--- config.mk ---
export PLATFORM = sky130hd
export DESIGN_NAME = ssled_reader_flat
export DESIGN_NICKNAME = d
export VERILOG_FILES = /design/src/rtl/ssled_pkg.sv /design/src/rtl/ssled_reader_if.sv /design/src/rtl/ssled_glyph_lookup.sv /design/src/rtl/ssled_reader.sv /design/src/flat_wrapper.sv
export SDC_FILE = /design/constraint.sdc
export NUM_CORES = 1
export LEC_CHECK = 0
export BUFFER_PORTS_ARGS = -buffer_cell sky130_fd_sc_hd__buf_4
export CAP_MARGIN = 15
export CORE_MARGIN = 1.5
export CORE_UTILIZATION = 50
export DETAILED_ROUTE_END_ITERATION = 10
export PLACE_DENSITY = 0.76
export SETUP_SLACK_MARGIN = 0.5
export SLEW_MARGIN = 20
export SYNTH_ARGS = -nofsm -noshare
export SYNTH_HDL_FRONTEND = slang
export SYNTH_HIERARCHICAL = 1
export SYNTH_SLANG_ARGS = --single-unit
--- constraint.sdc ---
create_clock -name clk -period 2.65 [get_ports clk]
set_input_delay 0.265 -clock clk [delete_from_list [all_inputs] [get_ports clk]]
set_output_delay 0.265 -clock clk [all_outputs]
set_load 0.01 [all_outputs]
--- src/rtl/ssled_pkg.sv ---
// ssled_pkg: shared seven-segment constants and types.
// Contents: seg_t, SEG_BLANK, GLYPH table (active-low), FSM state type.
package ssled_pkg;

   typedef logic [6:0] seg_t;

   localparam seg_t SEG_BLANK = 7'h7F;

   // Index = hex digit; bit 0 = a ... bit 6 = g, 0 = lit.
   localparam seg_t GLYPH [16] = '{
      7'h40, 7'h79, 7'h24, 7'h30,
      7'h19, 7'h12, 7'h02, 7'h78,
      7'h00, 7'h10, 7'h08, 7'h03,
      7'h46, 7'h21, 7'h06, 7'h0E
   };

   typedef enum logic {
      TRACK,
      HOLD
   } state_t;

endpackage

--- src/rtl/ssled_reader_if.sv ---
// ssled_reader_if: segment bus in, decoded result out on valid/ready.
// Ports: seg_n, ready (to reader); valid, value, blank, err (from reader).
interface ssled_reader_if;
   import ssled_pkg::*;

   seg_t       seg_n;
   logic       ready;
   logic       valid;
   logic [3:0] value;
   logic       blank;
   logic       err;

   modport master (
      input  seg_n,
      input  ready,
      output valid,
      output value,
      output blank,
      output err
   );

   modport slave (
      output seg_n,
      output ready,
      input  valid,
      input  value,
      input  blank,
      input  err
   );

endinterface

--- src/rtl/ssled_glyph_lookup.sv ---
// ssled_glyph_lookup: combinational segment pattern to hex digit.
// Ports: seg_i pattern in; hit_o match flag, value_o digit (0 on miss).
module ssled_glyph_lookup
   import ssled_pkg::*;
(
   input  seg_t       seg_i,
   output logic       hit_o,
   output logic [3:0] value_o
);

   always_comb begin
      hit_o   = 1'b0;
      value_o = 4'd0;
      for (int i = 0; i < 16; i++) begin
         if (seg_i == GLYPH[i]) begin
            hit_o   = 1'b1;
            value_o = 4'(i);
         end
      end
   end

endmodule

--- src/rtl/ssled_reader.sv ---
// ssled_reader: syncs a segment bus, waits for it to settle, decodes it.
// Ports: clk, reset (async high), bus (seg_n/ready in, valid/value/blank/err out).
module ssled_reader
   import ssled_pkg::*;
#(
   parameter int STABLE_CYCLES = 4
) (
   input  logic           clk,
   input  logic           reset,
   ssled_reader_if.master bus
);

   localparam int CW =
      (STABLE_CYCLES > 1) ? $clog2(STABLE_CYCLES) : 1;
   localparam logic [CW-1:0] CMAX = CW'(STABLE_CYCLES - 1);

   seg_t          sync_q;
   seg_t          s_q;
   seg_t          p_q;
   seg_t          last_q;
   seg_t          last_d;
   logic [CW-1:0] cnt_q;
   logic [CW-1:0] cnt_d;
   state_t        state_q;
   state_t        state_d;
   logic [3:0]    value_q;
   logic [3:0]    value_d;
   logic          blank_q;
   logic          blank_d;
   logic          err_q;
   logic          err_d;

   logic          hit;
   logic [3:0]    lut_value;
   logic          stable;
   logic          is_blank;

   ssled_glyph_lookup u_lookup (
      .seg_i   (p_q),
      .hit_o   (hit),
      .value_o (lut_value)
   );

   assign stable   = (s_q == p_q) && (cnt_q == CMAX);
   assign is_blank = (p_q == SEG_BLANK);

   always_comb begin
      if (s_q != p_q)
         cnt_d = '0;
      else if (cnt_q != CMAX)
         cnt_d = cnt_q + 1'b1;
      else
         cnt_d = cnt_q;
   end

   always_comb begin
      state_d = state_q;
      last_d  = last_q;
      value_d = value_q;
      blank_d = blank_q;
      err_d   = err_q;
      unique case (state_q)
         TRACK: begin
            if (stable && (p_q != last_q)) begin
               state_d = HOLD;
               last_d  = p_q;
               value_d = hit ? lut_value : 4'd0;
               blank_d = is_blank;
               err_d   = !hit && !is_blank;
            end
         end
         HOLD: begin
            if (bus.ready)
               state_d = TRACK;
         end
         default: state_d = TRACK;
      endcase
   end

   always_ff @(posedge clk or posedge reset) begin
      if (reset) begin
         sync_q  <= SEG_BLANK;
         s_q     <= SEG_BLANK;
         p_q     <= SEG_BLANK;
         last_q  <= SEG_BLANK;
         cnt_q   <= '0;
         state_q <= TRACK;
         value_q <= 4'd0;
         blank_q <= 1'b0;
         err_q   <= 1'b0;
      end else begin
         sync_q  <= bus.seg_n;
         s_q     <= sync_q;
         p_q     <= s_q;
         last_q  <= last_d;
         cnt_q   <= cnt_d;
         state_q <= state_d;
         value_q <= value_d;
         blank_q <= blank_d;
         err_q   <= err_d;
      end
   end

   assign bus.valid = (state_q == HOLD);
   assign bus.value = value_q;
   assign bus.blank = blank_q;
   assign bus.err   = err_q;

endmodule

--- src/flat_wrapper.sv ---
// flat-port wrapper written by rule: the top's interface ports become plain ports
module ssled_reader_flat import ssled_pkg::*;
#(
   parameter int STABLE_CYCLES = 4
)
  (clk, reset, bus_seg_n, bus_ready, bus_valid, bus_value, bus_blank, bus_err);
  ssled_reader_if bus_i ();
  input  logic clk;
  input  logic reset;
  input wire logic [$bits(bus_i.seg_n)-1:0] bus_seg_n;
  input wire logic [$bits(bus_i.ready)-1:0] bus_ready;
  output wire logic [$bits(bus_i.valid)-1:0] bus_valid;
  output wire logic [$bits(bus_i.value)-1:0] bus_value;
  output wire logic [$bits(bus_i.blank)-1:0] bus_blank;
  output wire logic [$bits(bus_i.err)-1:0] bus_err;
  assign bus_i.seg_n = bus_seg_n;
  assign bus_i.ready = bus_ready;
  assign bus_valid = bus_i.valid;
  assign bus_value = bus_i.value;
  assign bus_blank = bus_i.blank;
  assign bus_err = bus_i.err;
  ssled_reader #(.STABLE_CYCLES(STABLE_CYCLES)) u_core (.clk(clk), .reset(reset), .bus(bus_i));
endmodule
### After elaboration in Yosys (flattened, before gate mapping)

Index checks and enable logic that the tools add are counted.

* $add $sub $neg: 1
* $mul: 0
* div/mod/pow operators: 0
* order comparisons: 0
* eq/ne operators: 21
* shift-type cells: 0
* muxes and demuxes: 37
* bitwise logic cells: 1
* reductions and logical operators: 8

Operators with widths (number)
* 4-bit 2-to-1 mux: 15
* 7-bit equality test, second input constant: 5
* 7-bit by 5-bit equality test with 1-bit output, second input constant: 3
* 7-bit by 6-bit equality test with 1-bit output, second input constant: 3
* 1-bit 2-to-1 mux: 19
* 7-bit by 2-bit equality test with 1-bit output, second input constant: 2
* 7-bit by 4-bit equality test with 1-bit output, second input constant: 2
* 7-bit inequality test: 2
* 7-bit by 3-bit equality test with 1-bit output, second input constant: 1
* 7-bit equality test: 1
* 7-bit logical NOT: 1
* 2-bit 2-to-1 mux: 2
* 1-bit logical AND: 3
* 2-bit by 1-bit adder with 2-bit output, second input constant: 1
* 2-bit equality test, second input constant: 1
* 1-bit logical NOT: 2
* 2-bit inequality test, second input constant: 1
* 1-bit one-hot mux with 2 select lines: 1
* 2-bit AND reduction: 1
* 2-bit nonzero test: 1
* 1-bit inverter: 1

* register bits after elaboration: 37
* bits in latches: 0
* bits in writable memories: 0
* ROM bits: 0
* input port bits: 10
* output and inout bits: 7
* logic and storage cells: 77
* memories kept: 0

### Longest topological paths before layout

* depth after elaboration: 19
* mapped depth: 7
* mapped depth without buffers: 6

### Modules after synthesis

Netlist, hierarchy kept.

Modules (own cells, without submodules)
* ssled_reader: instances 1, cells each 91, area an instance 1420.1 um^2
* ssled_glyph_lookup: instances 1, cells each 55, area an instance 369.1 um^2

### Worst setup path before layout

No wires, ideal clock.

* kind: reg2reg
* start: register u_core.p_q[0]
* end: register u_core.blank_q (netlist: u_core/bus.blank)
* arrival time: 1908 ps
* required time: 2525 ps
* setup slack: 618 ps
* cell stages (with the launch flop): 6
* clock period less this slack: 2032 ps
* path through: dfstp_2 > xor2_1 > nor4_4 > nand4_4 > a41oi_4 > mux2_2

* word-level cells in the longest chain between the ends: 4
* elaborated cells on any way between the ends: 6

Ends and longest elaborated chain
* from (decl): line ssled_reader.sv:19 `seg_t p_q;`
* from (signal assigned): line ssled_reader.sv:94 `p_q <= s_q;`
* 7-bit equality test: line ssled_reader.sv:44 `assign stable = (s_q == p_q) && (cnt_q == CMAX);`
* 1-bit logical AND: line ssled_reader.sv:44
* 1-bit logical AND: line ssled_reader.sv:64 `if (stable && (p_q != last_q)) begin`
* 2-bit AND reduction (no source line)
* to (signal assigned): line ssled_reader.sv:99 `blank_q <= blank_d;`
* to (decl): line ssled_reader.sv:28 `logic blank_q;`

Several ways; a longest one is shown, not always the timed one.
A chain may end at the register's enable or synchronous reset.

### Worst setup path after layout

* start: register u_core.p_q[1]
* end: register u_core.err_q (netlist: u_core/bus.err)

* word-level cells in the longest chain between the ends: 19
* elaborated cells on any way between the ends: 41

Ends and longest elaborated chain
* 7-bit equality test: line ssled_glyph_lookup.sv:15 `if (seg_i == GLYPH[i]) begin`
* 1-bit 2-to-1 mux (15 in a row): line ssled_glyph_lookup.sv:15
* 1-bit 2-to-1 mux (*): line ssled_glyph_lookup.sv:15
* named net u_core.hit: line ssled_reader.sv:33 `logic hit;`
* 1-bit logical NOT (*): line ssled_reader.sv:69 `err_d = !hit && !is_blank;`
* 1-bit logical AND (*): line ssled_reader.sv:69
* to (signal assigned): line ssled_reader.sv:100 `err_q <= err_d;`
* to (decl): line ssled_reader.sv:30 `logic err_q;`

Mark *: on every way through the listed nets, which the timed path passes. The rest lies on a longest branch.

==> impl_metrics.json <==
{
  "detailed_place_hpwl_um": 2290,
  "routabilityCongestion": 0.842,
  "pwr-share-clk": 0.347,
  "switching_power_w": 0.000284,
  "clock_latency_ns": 0.35,
  "die_area_mm2": 0.00395,
  "viasPerCell": 5.56,
  "tns_ns": 0,
  "yosysTopAreaCellShare": 0.411,
  "cts-htree-levels": 2,
  "status": "finished clean",
  "syn_area_mm2": 0.00179,
  "p_per_area_mw_per_mm2": 496,
  "die_w_um": 62.8,
  "leakagePower_nw": 1.00,
  "power_frac_comb": 0.116,
  "grt_pass1_vias": 1346,
  "synth.area.top_cells": "dfstp_2, dfrtp_1, xor2_1, mux2_2, mux2i_1",
  "fmax_ghz": 0.467,
  "syn_nets": 157,
  "portBuffers": 16,
  "worst-path-buf-inv": 1,
  "ys_ff_latch": 37,
  "grt_pass1_wl_um": 6340,
  "layout-drive-gt1-share": 0.492,
  "worst-slew-pin-transition_ns": 0.625,
  "maxSlewHeadroom": 0.583,
  "ys_seq_area_frac": 0.537,
  "endpoint_kind": "flip-flop",
  "crit_chain": "buf_4 -> nand3_1 -> o32ai_1 -> or4b_4 -> nor2_1 -> mux2_2",
  "drt_first_pass_iters": 4,
  "finalHoldViolations": 0,
  "area_growth_pct": 28.9,
  "yosysMostFrequentCell": "dfstp_2",
  "nets": 207,
  "clk_path_buf_depth": 2,
  "critPathMaxFanout": 10,
  "async_flop_share": 1.00,
  "yosys_most_used_dff": "dfstp_2",
  "synth_top_area_cell": "dfstp_2",
  "fin_crit_ns": 2.14,
  "grt_max_degree": 22,
  "pwr-share-seq": 0.537,
  "ir_worst_vdd_mv": 0.590,
  "synth_cell_types": 44,
  "hp-class": "in -> reg",
  "p_sw_frac": 0.248,
  "cts.sinks": 37,
  "cp_slowest_stage_delay_ns": 0.68,
  "netlist_instances": 146,
  "finalWorstSetupSlack_ns": 0.506,
  "arrival_ns": 2.39,
  "cts_tree": "built",
  "fillers": 249,
  "grt_setup_unrepaired": "true",
  "crit_type": "reg -> reg",
  "cts_root_buf": "clkbuf_4",
  "final.setup_skew_ns": 0.00889,
  "synth-edff-count": 0,
  "ios": 17,
  "wl_um": 3920,
  "drtIter0Drc": 166,
  "clkTransAtPathRegs_ns": 0.11,
  "syn_avg_cell_area_um2": 12.3,
  "antenna_left": 0,
  "dp_slack_ns": 0.257,
  "overflow": 0,
  "maxCapViolCount": 0,
  "synth_common_cells": "dfstp_2, xor2_1, nor2_1",
  "worst_setup_path_start_kind": "flip-flop",
  "intPower_w": 0.000860,
  "vias": 1350,
  "core_mm2": 0.00339,
  "min_period_over_period": 0.809,
  "path_delay_family": "flip-flops",
  "drc_errors": 0,
  "wl_per_cell_um": 16.1,
  "antennaDiodeCount": 0,
  "track_usage": 0.214,
  "slowest_stage": "dfstp_4",
  "yosysWarningCount": 6,
  "rows": 21,
  "dieHeight_um": 62.8,
  "start_util": 0.528,
  "cts-buffers-inserted": 5,
  "antenna_found_initial": 0,
  "drv_slew": 0,
  "setup_viol": 0,
  "cp.required_ns": 2.89
}
[metrics by stage]
step	std cells	hold slack (ns)	cell area [um^2]	power (W)	util
after floorplan	146	0.269	1790	0.000689	-
after global placement	202	0.346	1930	0.000708	0.568
after detailed placement	202	0.347	1930	0.000715	0.568
after CTS	235	0.176	2230	0.00114	0.659
after global routing	243	0.188	2310	0.00120	0.680
final	243	0.205	2310	0.00114	0.680
[placed cells by master, fill, tap and decap left out, types with 5 or more instances in the layout]
master and n:
clkbuf_4 5, dfrtp_1 9, xor2_1 13, mux2_2 9
dfstp_2 25, mux2i_1 5, xnor2_1 5, inv_1 8
nand2_1 7, nand3_1 5, nor2_1 11, buf_4 40
dlygate4sd3_1 8
[power by group through the flow]
| stage | Combinational [W] | Clock [W] | Sequential (W) |
|---|---|---|---|
| 2_1_floorplan | 0.0000715 | 0 | 0.000617 |
| 3_3_place_gp | 0.0000741 | 0 | 0.000634 |
| 3_5_place_dp | 0.0000781 | 0 | 0.000637 |
| 4_1_cts | 0.000116 | 0.000412 | 0.000617 |
| 5_1_grt | 0.000145 | 0.000441 | 0.000616 |
| 6_report | 0.000133 | 0.000397 | 0.000614 |
[flip-flops by register name (all words and copies together), names as in the netlist]
register	flops
u_core/bus.blank	1
u_core/bus.err	1
u_core/bus.valid	1
u_core/bus.value	4
u_core/cnt_q	2
u_core/last_q	7
u_core/p_q	7
u_core/s_q	7
u_core/sync_q	7
[path summary, 6_finish.rpt]
path / from / slack, ns / depth (start not counted) / to
max: u_core/p_q[1] / 0.51 / 6 / u_core/bus.err
min: bus_ready / 0.20 / 3 / u_core/bus.valid
max reg2reg: u_core/p_q[1] / 0.51 / 6 / u_core/bus.err
min reg2reg: u_core/sync_q[5] / 0.36 / 0 / u_core/s_q[5]
max in group asynchronous: reset / 1.35 / 4 / u_core/s_q[2]
min in group asynchronous: reset / 0.54 / 3 / u_core/bus.blank
[kinds of logic after synthesis]
family,share of synthesized area
adders and majority gates,0.00699
DFF,0.537
AOI/OAI and AO/OA,0.0930
buffers and inverters,0.0434
muxes,0.0846
and+or+nand+nor,0.147
xor gates and xnor gates,0.0881
[layout make-up]
type | instances | area, um^2 | area share
clock buffers | 5 | 37.5 | 0.0163
clock inverters | 3 | 46.3 | 0.0201
inverters | 8 | 30.0 | 0.0130
multi-input cells | 94 | 766 | 0.332
flip-flops and latches | 37 | 972 | 0.422
well taps | 46 | 57.6 | 0.0250
repair buffers | 50 | 397 | 0.172
[tightest hold or removal path: stages]
cell	delay [ns]
buf_4	0.11
inv_1	0.05
a21o_2	0.11
[routing by layer]
metal  vias up  routed length (um)  GRT usage
met2        55                1980      0.348
met4         0                 167      0.128
met5         -                   0          0
met1       660                1610      0.259
met3        17                 165     0.0486
li1        618                   -          -
[what timing repair did]
action                                  4_1_cts  5_1_grt
endpoints found under the setup margin        7        5
gates cloned                                  0        0
endpoints found under the hold margin        16        0
gates resized for setup                       4        3
hold buffers                                  8        0
buffers inserted                             17        8
pin swaps                                     1        3
Note: power is estimated with default switching activity, not from simulation.
